--- src/rtl/cnt_seq_pkg.sv ---
// Shared mode encoding and mode-advance helper for the LED counter sequencer.
package cnt_seq_pkg;

    localparam int unsigned MODE_W = 2;

    localparam logic [MODE_W-1:0] MODE_MANUAL    = 2'd0;
    localparam logic [MODE_W-1:0] MODE_AUTO_UP   = 2'd1;
    localparam logic [MODE_W-1:0] MODE_AUTO_DOWN = 2'd2;
    localparam logic [MODE_W-1:0] MODE_PAUSE     = 2'd3;

    // Button order MANUAL -> AUTO_UP -> AUTO_DOWN -> PAUSE -> MANUAL
    function automatic logic [MODE_W-1:0] mode_advance(input logic [MODE_W-1:0] m);
        return MODE_W'(m + 2'd1);
    endfunction

endpackage

--- src/rtl/btn_cond.sv ---
// Pushbutton conditioner: 2-flop synchronizer, optional debounce, rising-edge pulse.
// Debounce and its DB_CYCLES parameter exist only when CNT_SEQ_DEBOUNCE_EN is defined.
module btn_cond
`ifdef CNT_SEQ_DEBOUNCE_EN
#(
    parameter int unsigned DB_CYCLES = 1000000
)
`endif
(
    input  logic clk,
    input  logic rst,
    input  logic btn,
    output logic rise_c
);

    logic [1:0] sync;
    logic       lvl_c;
    logic       prev;

    always_ff @(posedge clk or posedge rst) begin
        if (rst) begin
            sync <= 2'b00;
        end else begin
            sync <= {sync[0], btn};
        end
    end

`ifdef CNT_SEQ_DEBOUNCE_EN
    localparam int unsigned DW = (DB_CYCLES > 1) ? $clog2(DB_CYCLES + 1) : 1;

    logic [DW-1:0] db_cnt;
    logic          db_lvl;

    // Level follows the synced input only after DB_CYCLES consecutive differing cycles
    always_ff @(posedge clk or posedge rst) begin
        if (rst) begin
            db_cnt <= '0;
            db_lvl <= 1'b0;
        end else if (sync[1] != db_lvl) begin
            if (db_cnt == DW'(DB_CYCLES - 1)) begin
                db_lvl <= sync[1];
                db_cnt <= '0;
            end else begin
                db_cnt <= db_cnt + DW'(1);
            end
        end else begin
            db_cnt <= '0;
        end
    end

    assign lvl_c = db_lvl;
`else
    assign lvl_c = sync[1];
`endif

    always_ff @(posedge clk or posedge rst) begin
        if (rst) begin
            prev <= 1'b0;
        end else begin
            prev <= lvl_c;
        end
    end

    assign rise_c = lvl_c & ~prev;

endmodule

--- src/rtl/counter_seq_ctrl.sv ---
// Sequencer for the 4-bit LED up/down counter: prescaler tick plus mode FSM issuing inc/dec strobes.
// Optional mode_btn debounce (and the DB_CYCLES parameter) enabled by CNT_SEQ_DEBOUNCE_EN.
module counter_seq_ctrl
    import cnt_seq_pkg::*;
#(
    parameter int unsigned CLK_DIV = 50000000,
    parameter int unsigned WIDTH   = 4,
    parameter int unsigned MAX_VAL = 15
`ifdef CNT_SEQ_DEBOUNCE_EN
    ,
    parameter int unsigned DB_CYCLES = 1000000
`endif
) (
    input  logic              clk,
    input  logic              rst,
    input  logic              up,
    input  logic              down,
    input  logic              mode_btn,
    input  logic [WIDTH-1:0]  cnt_val,
    output logic              tick,
    output logic              inc,
    output logic              dec,
    output logic [MODE_W-1:0] mode
);

    localparam int unsigned PW = (CLK_DIV > 1) ? $clog2(CLK_DIV) : 1;

    logic [PW-1:0]     presc;
    logic              tc_c;
    logic              btn_rise_c;
    logic [MODE_W-1:0] mode_nxt;
    logic              inc_nxt;
    logic              dec_nxt;

    assign tc_c = (presc == PW'(CLK_DIV - 1));

    always_ff @(posedge clk or posedge rst) begin
        if (rst) begin
            presc <= '0;
        end else if (tc_c) begin
            presc <= '0;
        end else begin
            presc <= presc + PW'(1);
        end
    end

`ifdef CNT_SEQ_DEBOUNCE_EN
    btn_cond #(
        .DB_CYCLES (DB_CYCLES)
    ) u_btn (
        .clk    (clk),
        .rst    (rst),
        .btn    (mode_btn),
        .rise_c (btn_rise_c)
    );
`else
    btn_cond u_btn (
        .clk    (clk),
        .rst    (rst),
        .btn    (mode_btn),
        .rise_c (btn_rise_c)
    );
`endif

    always_ff @(posedge clk or posedge rst) begin
        if (rst) begin
            mode <= MODE_MANUAL;
            tick <= 1'b0;
            inc  <= 1'b0;
            dec  <= 1'b0;
        end else begin
            mode <= mode_nxt;
            tick <= tc_c;
            inc  <= inc_nxt;
            dec  <= dec_nxt;
        end
    end

    // Strobe uses the current mode; a button edge overrides any bounce turnaround
    always_comb begin
        mode_nxt = mode;
        inc_nxt  = 1'b0;
        dec_nxt  = 1'b0;
        if (tc_c) begin
            case (mode)
                MODE_MANUAL: begin
                    if (up) begin
                        inc_nxt = 1'b1;
                    end else if (down) begin
                        dec_nxt = 1'b1;
                    end
                end
                MODE_AUTO_UP: begin
                    if (cnt_val < WIDTH'(MAX_VAL)) begin
                        inc_nxt = 1'b1;
                    end else begin
                        dec_nxt  = 1'b1;
                        mode_nxt = MODE_AUTO_DOWN;
                    end
                end
                MODE_AUTO_DOWN: begin
                    if (cnt_val != '0) begin
                        dec_nxt = 1'b1;
                    end else begin
                        inc_nxt  = 1'b1;
                        mode_nxt = MODE_AUTO_UP;
                    end
                end
                default: begin
                end
            endcase
        end
        if (btn_rise_c) begin
            mode_nxt = mode_advance(mode);
        end
    end

endmodule

--- config.mk ---
export PLATFORM = sky130hd
export DESIGN_NAME = counter_seq_ctrl
export DESIGN_NICKNAME = d
export VERILOG_FILES = /design/src/rtl/cnt_seq_pkg.sv /design/src/rtl/btn_cond.sv /design/src/rtl/counter_seq_ctrl.sv
export SDC_FILE = /design/constraint.sdc
export NUM_CORES = 1
export LEC_CHECK = 0
export ABC_CLOCK_PERIOD_IN_PS = 1900
export BUFFER_PORTS_ARGS = -buffer_cell sky130_fd_sc_hd__clkbuf_2
export CAP_MARGIN = 20
export CORE_ASPECT_RATIO = 1.5
export CORE_MARGIN = 2
export CORE_UTILIZATION = 55
export CTS_BUF_LIST = sky130_fd_sc_hd__clkbuf_8
export CTS_CLUSTER_SIZE = 10
export DETAILED_ROUTE_END_ITERATION = 10
export PLACE_DENSITY = 0.77
export SLEW_MARGIN = 10
export SYNTH_ARGS = -nofsm -noshare
export SYNTH_HDL_FRONTEND = slang
export SYNTH_SLANG_ARGS = --single-unit
--- constraint.sdc ---
create_clock -name clk -period 1.9 [get_ports clk]
set_input_delay 0.38 -clock clk [delete_from_list [all_inputs] [get_ports clk]]
set_output_delay 0.38 -clock clk [all_outputs]
set_load 0.005 [all_outputs]
# --- Word-level counts from Yosys, hierarchy flattened ---
# Index checks and enable logic that the tools add are counted.
word_totals:
  regBits: 34
  out_inout_bits: 5
  elab_cells: 39
classes:
  addsub: 2
  order_cmp: 1
  n_eq_ne: 5
  n_mux: 17
  bitwise_logic: 2
  reduce_logical: 5
op_table:
  columns: ["op", "count"]
  rows:
  - ["26-bit by 1-bit adder with 26-bit output, second input constant", 1]
  - ["26-bit equality test, second input constant", 1]
  - ["26-bit 2-to-1 mux", 1]
  - ["1-bit 2-to-1 mux", 9]
  - ["2-bit 2-to-1 mux", 4]
  - ["3-bit inequality test, second input constant", 2]
  - ["1-bit one-hot mux with 3 select lines", 2]
  - ["4-bit < comparator, second input constant", 1]
  - ["2-bit one-hot mux with 2 select lines", 1]
  - ["4-bit AND reduction", 1]
  - ["4-bit nonzero test", 1]
  - ["3-bit nonzero test", 1]
  - ["2-bit by 1-bit adder with 2-bit output, second input constant", 1]
  - ["2-bit by 1-bit equality test with 1-bit output, second input constant", 1]
  - ["2-bit equality test, second input constant", 1]
  - ["2-bit zero test", 1]
  - ["2-bit nonzero test", 1]
  - ["1-bit AND", 1]
  - ["1-bit inverter", 1]

# --- Longest topological paths before layout ---
depth:
  ltp_word: 5
  mapped_depth: 9
  depth_no_buf: 7

# --- By module ---
# From an unflattened synthesis, not the netlist that was laid out.
hier_totals:
  hier_cells: 178
  hier_area_um2: 1759.2
by_module_without_submodules:
  columns: ["module", "instances", "cells_each", "area_each_um2"]
  rows:
  - ["counter_seq_ctrl", 1, 173, 1666.6]
  - ["btn_cond", 1, 5, 92.6]

# --- Worst setup path after synthesis ---
# Ideal clock, no wire load.
synth_timing:
  path_type: "reg2reg"
  from: "reg presc[0]"
  to: "reg mode[1]"
  setup_time_ns: 0.082
  arrival_time_ns: 1.827
  setup_slack_ns: -0.009
  path_stages_with_launch: 9
  synth_period_minus_slack_ns: 1.909
  cell_sequence: "dfrtp_1 -> ha_1 -> and4_1 -> buf_4 -> nand2_2 -> or3_1 -> buf_2 -> or3_1 -> a31oi_1"
synth_via:
  elab_chain_cells: 3
synth_lines:
  columns: ["element", "line_no", "source"]
  rows:
  - ["start: declaration", "counter_seq_ctrl.sv:28", "logic [PW-1:0] presc;"]
  - ["start signal: assignment", "counter_seq_ctrl.sv:43", "presc <= presc + PW'(1);"]
  - ["26-bit equality test", "counter_seq_ctrl.sv:35", "assign tc_c = (presc == PW'(CLK_DIV - 1));"]
  - ["2-bit nonzero test (no line)", null, null]
  - ["4-bit AND reduction (no line)", null, null]
  - ["end signal: assignment", "counter_seq_ctrl.sv:72", "mode <= mode_nxt;"]
  - ["end: declaration", "counter_seq_ctrl.sv:23", "output logic [MODE_W-1:0] mode"]
# No other way between the ends.
# A chain may end at the register's enable or synchronous reset.

# --- Worst setup path in the final report ---
layout_timing:
  from: "reg presc[1]"
  to: "reg presc[21]"
layout_via:
  elab_chain_cells: 2
layout_lines:
  columns: ["element", "line_no", "source"]
  rows:
  - ["26-bit by 1-bit adder with 26-bit output / 26-bit equality test (equally long branches)", "counter_seq_ctrl.sv:43, counter_seq_ctrl.sv:35", null]
  - ["26-bit 2-to-1 mux *", "counter_seq_ctrl.sv:40", "end else if (tc_c) begin"]
# Every way passes the cells marked *; elsewhere a longest branch is shown, timed or not.

==> summary.md <==
| Metric | Value |
|---|---|
| Max_cap viols | 0 |
| # setup viols final | 0 |
| Total power | 1550 uW |
| Flop and latch count out of synthesis | 34 |
| Critical path class | flop to flop |
| CP max stage cell | dfrtp_1 |
| Clock power frac | 34.6% |
| PwrDens | 796 nW/um^2 |
| Die ar. | 3490 um^2 |
| Most common cell after layout, fill and taps aside | dfrtp_1 |
| Slew Viols, Final | 0 |
| Worst setup EP type | flop |
| Clock root cell | clkbuf_8 |
| DP HPWL | 2.36 mm |
| CTS Buf Count | 5 |
| Status | finished clean |
| Top-area cell type share of the netlist area | 51.1% |
| Sw Ratio | 26.4% |
| RSZ-0062 raised after global routing | yes |
| Arrival time at the worst endpoint | 1950 ps |
| CTS tree | built |
| Via count | 1261 |
| Fmax | 557 MHz |
| Die width | 48.9 um |
| Critical path startpoint | presc[1] |
| Worst skew pair latency | 290 ps |
| Clock sinks | 34 |
| Core Rows | 24 |
| Pint | 1140 uW |
| Routed wire length | 3.18 mm |
| Slew HR | 72.9% |
| Vias per cell | 5.56 |
| Layout cell share with drive strength beyond 1 | 21.8% |
| Psw | 408 uW |
| Delay-heaviest family, CP | simple AND/OR/NAND/NOR gates |
| CP required | 2060 ps |
| Main synth FF type | dfrtp_1 |
| Largest stage delay, worst path | 380 ps |
| GR Overflow Total | 0 |
| Gate Count Post-Synth | 161 |
| Post-Syn Area | 1670 um^2 |
| RR Startpoint | presc[1] |
| HP Class | input pin to asynchronous set/reset pin |
| Gr usage total | 21.9% |
| Mean Syn Cell Area | 10.3 um^2 |
| Critical path fanouts, max | 12 |
| Synth async-reset ratio | 100% |
| Worst path cell trace | ha_2, and4_4, nand2_2, or3_4, inv_1, nor2_1 |
| H-tree depth | 2 |
| Synth cell types | 35 |
| Synth Warn # | 0 |
| GPL Wtd Cong | 0.838 |
| CP Buf/Inv Count | 1 |
| # hold bufs at CTS | 0 |
| Commonest cells after routing, fill and taps aside | dfrtp_1 (34), nor2_1 (19), xnor2_1 (15) |
| Peak supply drop | 0.697 mV |
| Routed wire length per instance | 14.0 um |
| Fill cells | 250 |
| Clk slew on worst S/H paths | 70 ps |
| Period minus WS final | 1800 ps |
| Antenna diodes | 0 |
| Worst hold slack | 152 ps |
| DRC | 0 |
| NumNets Final | 201 |
| Endpoints failing hold | 0 |
| Sequential fraction of the synthesis area | 51.1% |
| Period utilisation layout | 94.5% |
| Pin count of the biggest net entering global routing | 35 |
| Port Buffer Count | 13 |
| Core Region | 2910 um^2 |
| Area growth syn-to-layout | 16.8% |
| Vias in the first global route | 1416 |
| Starting Density | 57.2% |
| Die Ht | 71.4 um |
| Post-Syn Nets | 175 |
| Share of total power in sequential cells | 50.5% |
| First-pass GRT wire length | 5.93 mm |
| First DRT Iteration DRCs | 48 |
| Clock buffer depth | 2 |
| Drt pass-1 iters | 4 |
| Initial antenna violation count | 0 |
| P_leak | 0.000913 uW |
| ANT nets after route | 0 |
| CP Launch Type | flop |
| Cell taking the most area after synthesis | dfrtp_1 |
| Synth top area cells | dfrtp_1 (51%), xnor2_1 (7.9%), xor2_1 (4.7%) |
| EDFF count, synth | 0 |
| Comb pwr share | 14.9% |
| Clk_skew | 8.63 ps |
| Worst slew pin tran | 401 ps |
| Ports | 14 |
-- logic make-up after synthesis --
| logic type | synth area share, % |
|---|---|
| AOI/OAI and AO/OA | 4.58 |
| xor gates and xnor gates | 12.6 |
| adders and majority gates | 3.76 |
| buffers and inverters | 3.08 |
| DFF | 51.1 |
| and+or+nand+nor | 24.9 |
-- cell usage after synthesis, drive strengths merged (4+ instances only) --
cell type,n
nand4,4
and3,4
nand3,13
nor3,6
nor4,4
nand2,12
dfrtp,34
xnor2,15
ha,5
nor2,19
xor2,9
inv,7
and4,6
-- tightest hold or removal path: cells and delay by family --
family,cells,cell delay (ps)
buffers and inverters,3,480
-- final cells by class --
type                       count  area [um^2]  share of cell area, %
inverter                       7         26.3                   1.35
clock buffer                   6         82.6                   4.25
clock inverter                 2         8.76                  0.450
sequential                    34          851                   43.8
multi-input combinational    115          779                   40.1
tap                           39         48.8                   2.51
timing repair buffer          24          148                   7.59
-- what timing repair did --
item / CTS / global route
endpoints found under the setup margin: 0 / 14
buffers inserted: 0 / 2
gates resized for setup: 0 / 3
-- state kept, by name, summed over array words and instances (netlist names) --
signal,flops
presc,26
tick,1
mode,2
u_btn.sync,2
u_btn.prev,1
dec,1
inc,1
-- power groups by stage --
stage	logic (uW)	clock network, uW	registers, uW
4_1_cts	233	549	782
3_5_place_dp	232	0	794
3_3_place_gp	223	0	793
2_1_floorplan	158	0	791
6_report	230	535	782
5_1_grt	261	579	786
-- worst paths after layout --
path	end	slack, ps	depth (start not counted)
worst max-delay path	presc[21]	100	6
worst max register to register	presc[21]	100	6
worst min-delay path	inc	150	3
max in group asynchronous	presc[13]	1440	3
worst min register to register	u_btn.sync[1]	360	0
min in group clk	u_btn.sync[0]	210	1
-- metal layers --
metal  routed length (um)  global-route usage, %
met3                  110                   4.38
met5                    0                      0
met1                 1200                   23.5
met2                 1790                   40.3
met4                   85                   11.4
-- metrics by stage --
stage / setup TNS [ps] / cell area (um^2) / std cells / util, % / setup slack [ps]
after floorplan: 0 / 1670 / 161 / - / 15.5
after global placement: 0 / 1820 / 217 / 62.6 / 139
after detailed placement: 0 / 1820 / 217 / 62.6 / 22.2
after CTS: 0 / 1920 / 225 / 65.8 / 16.5
after global routing: -61.5 / 1940 / 227 / 66.8 / -23.5
final: 0 / 1940 / 227 / 66.8 / 105
Power figures use the tool's default switching activity.
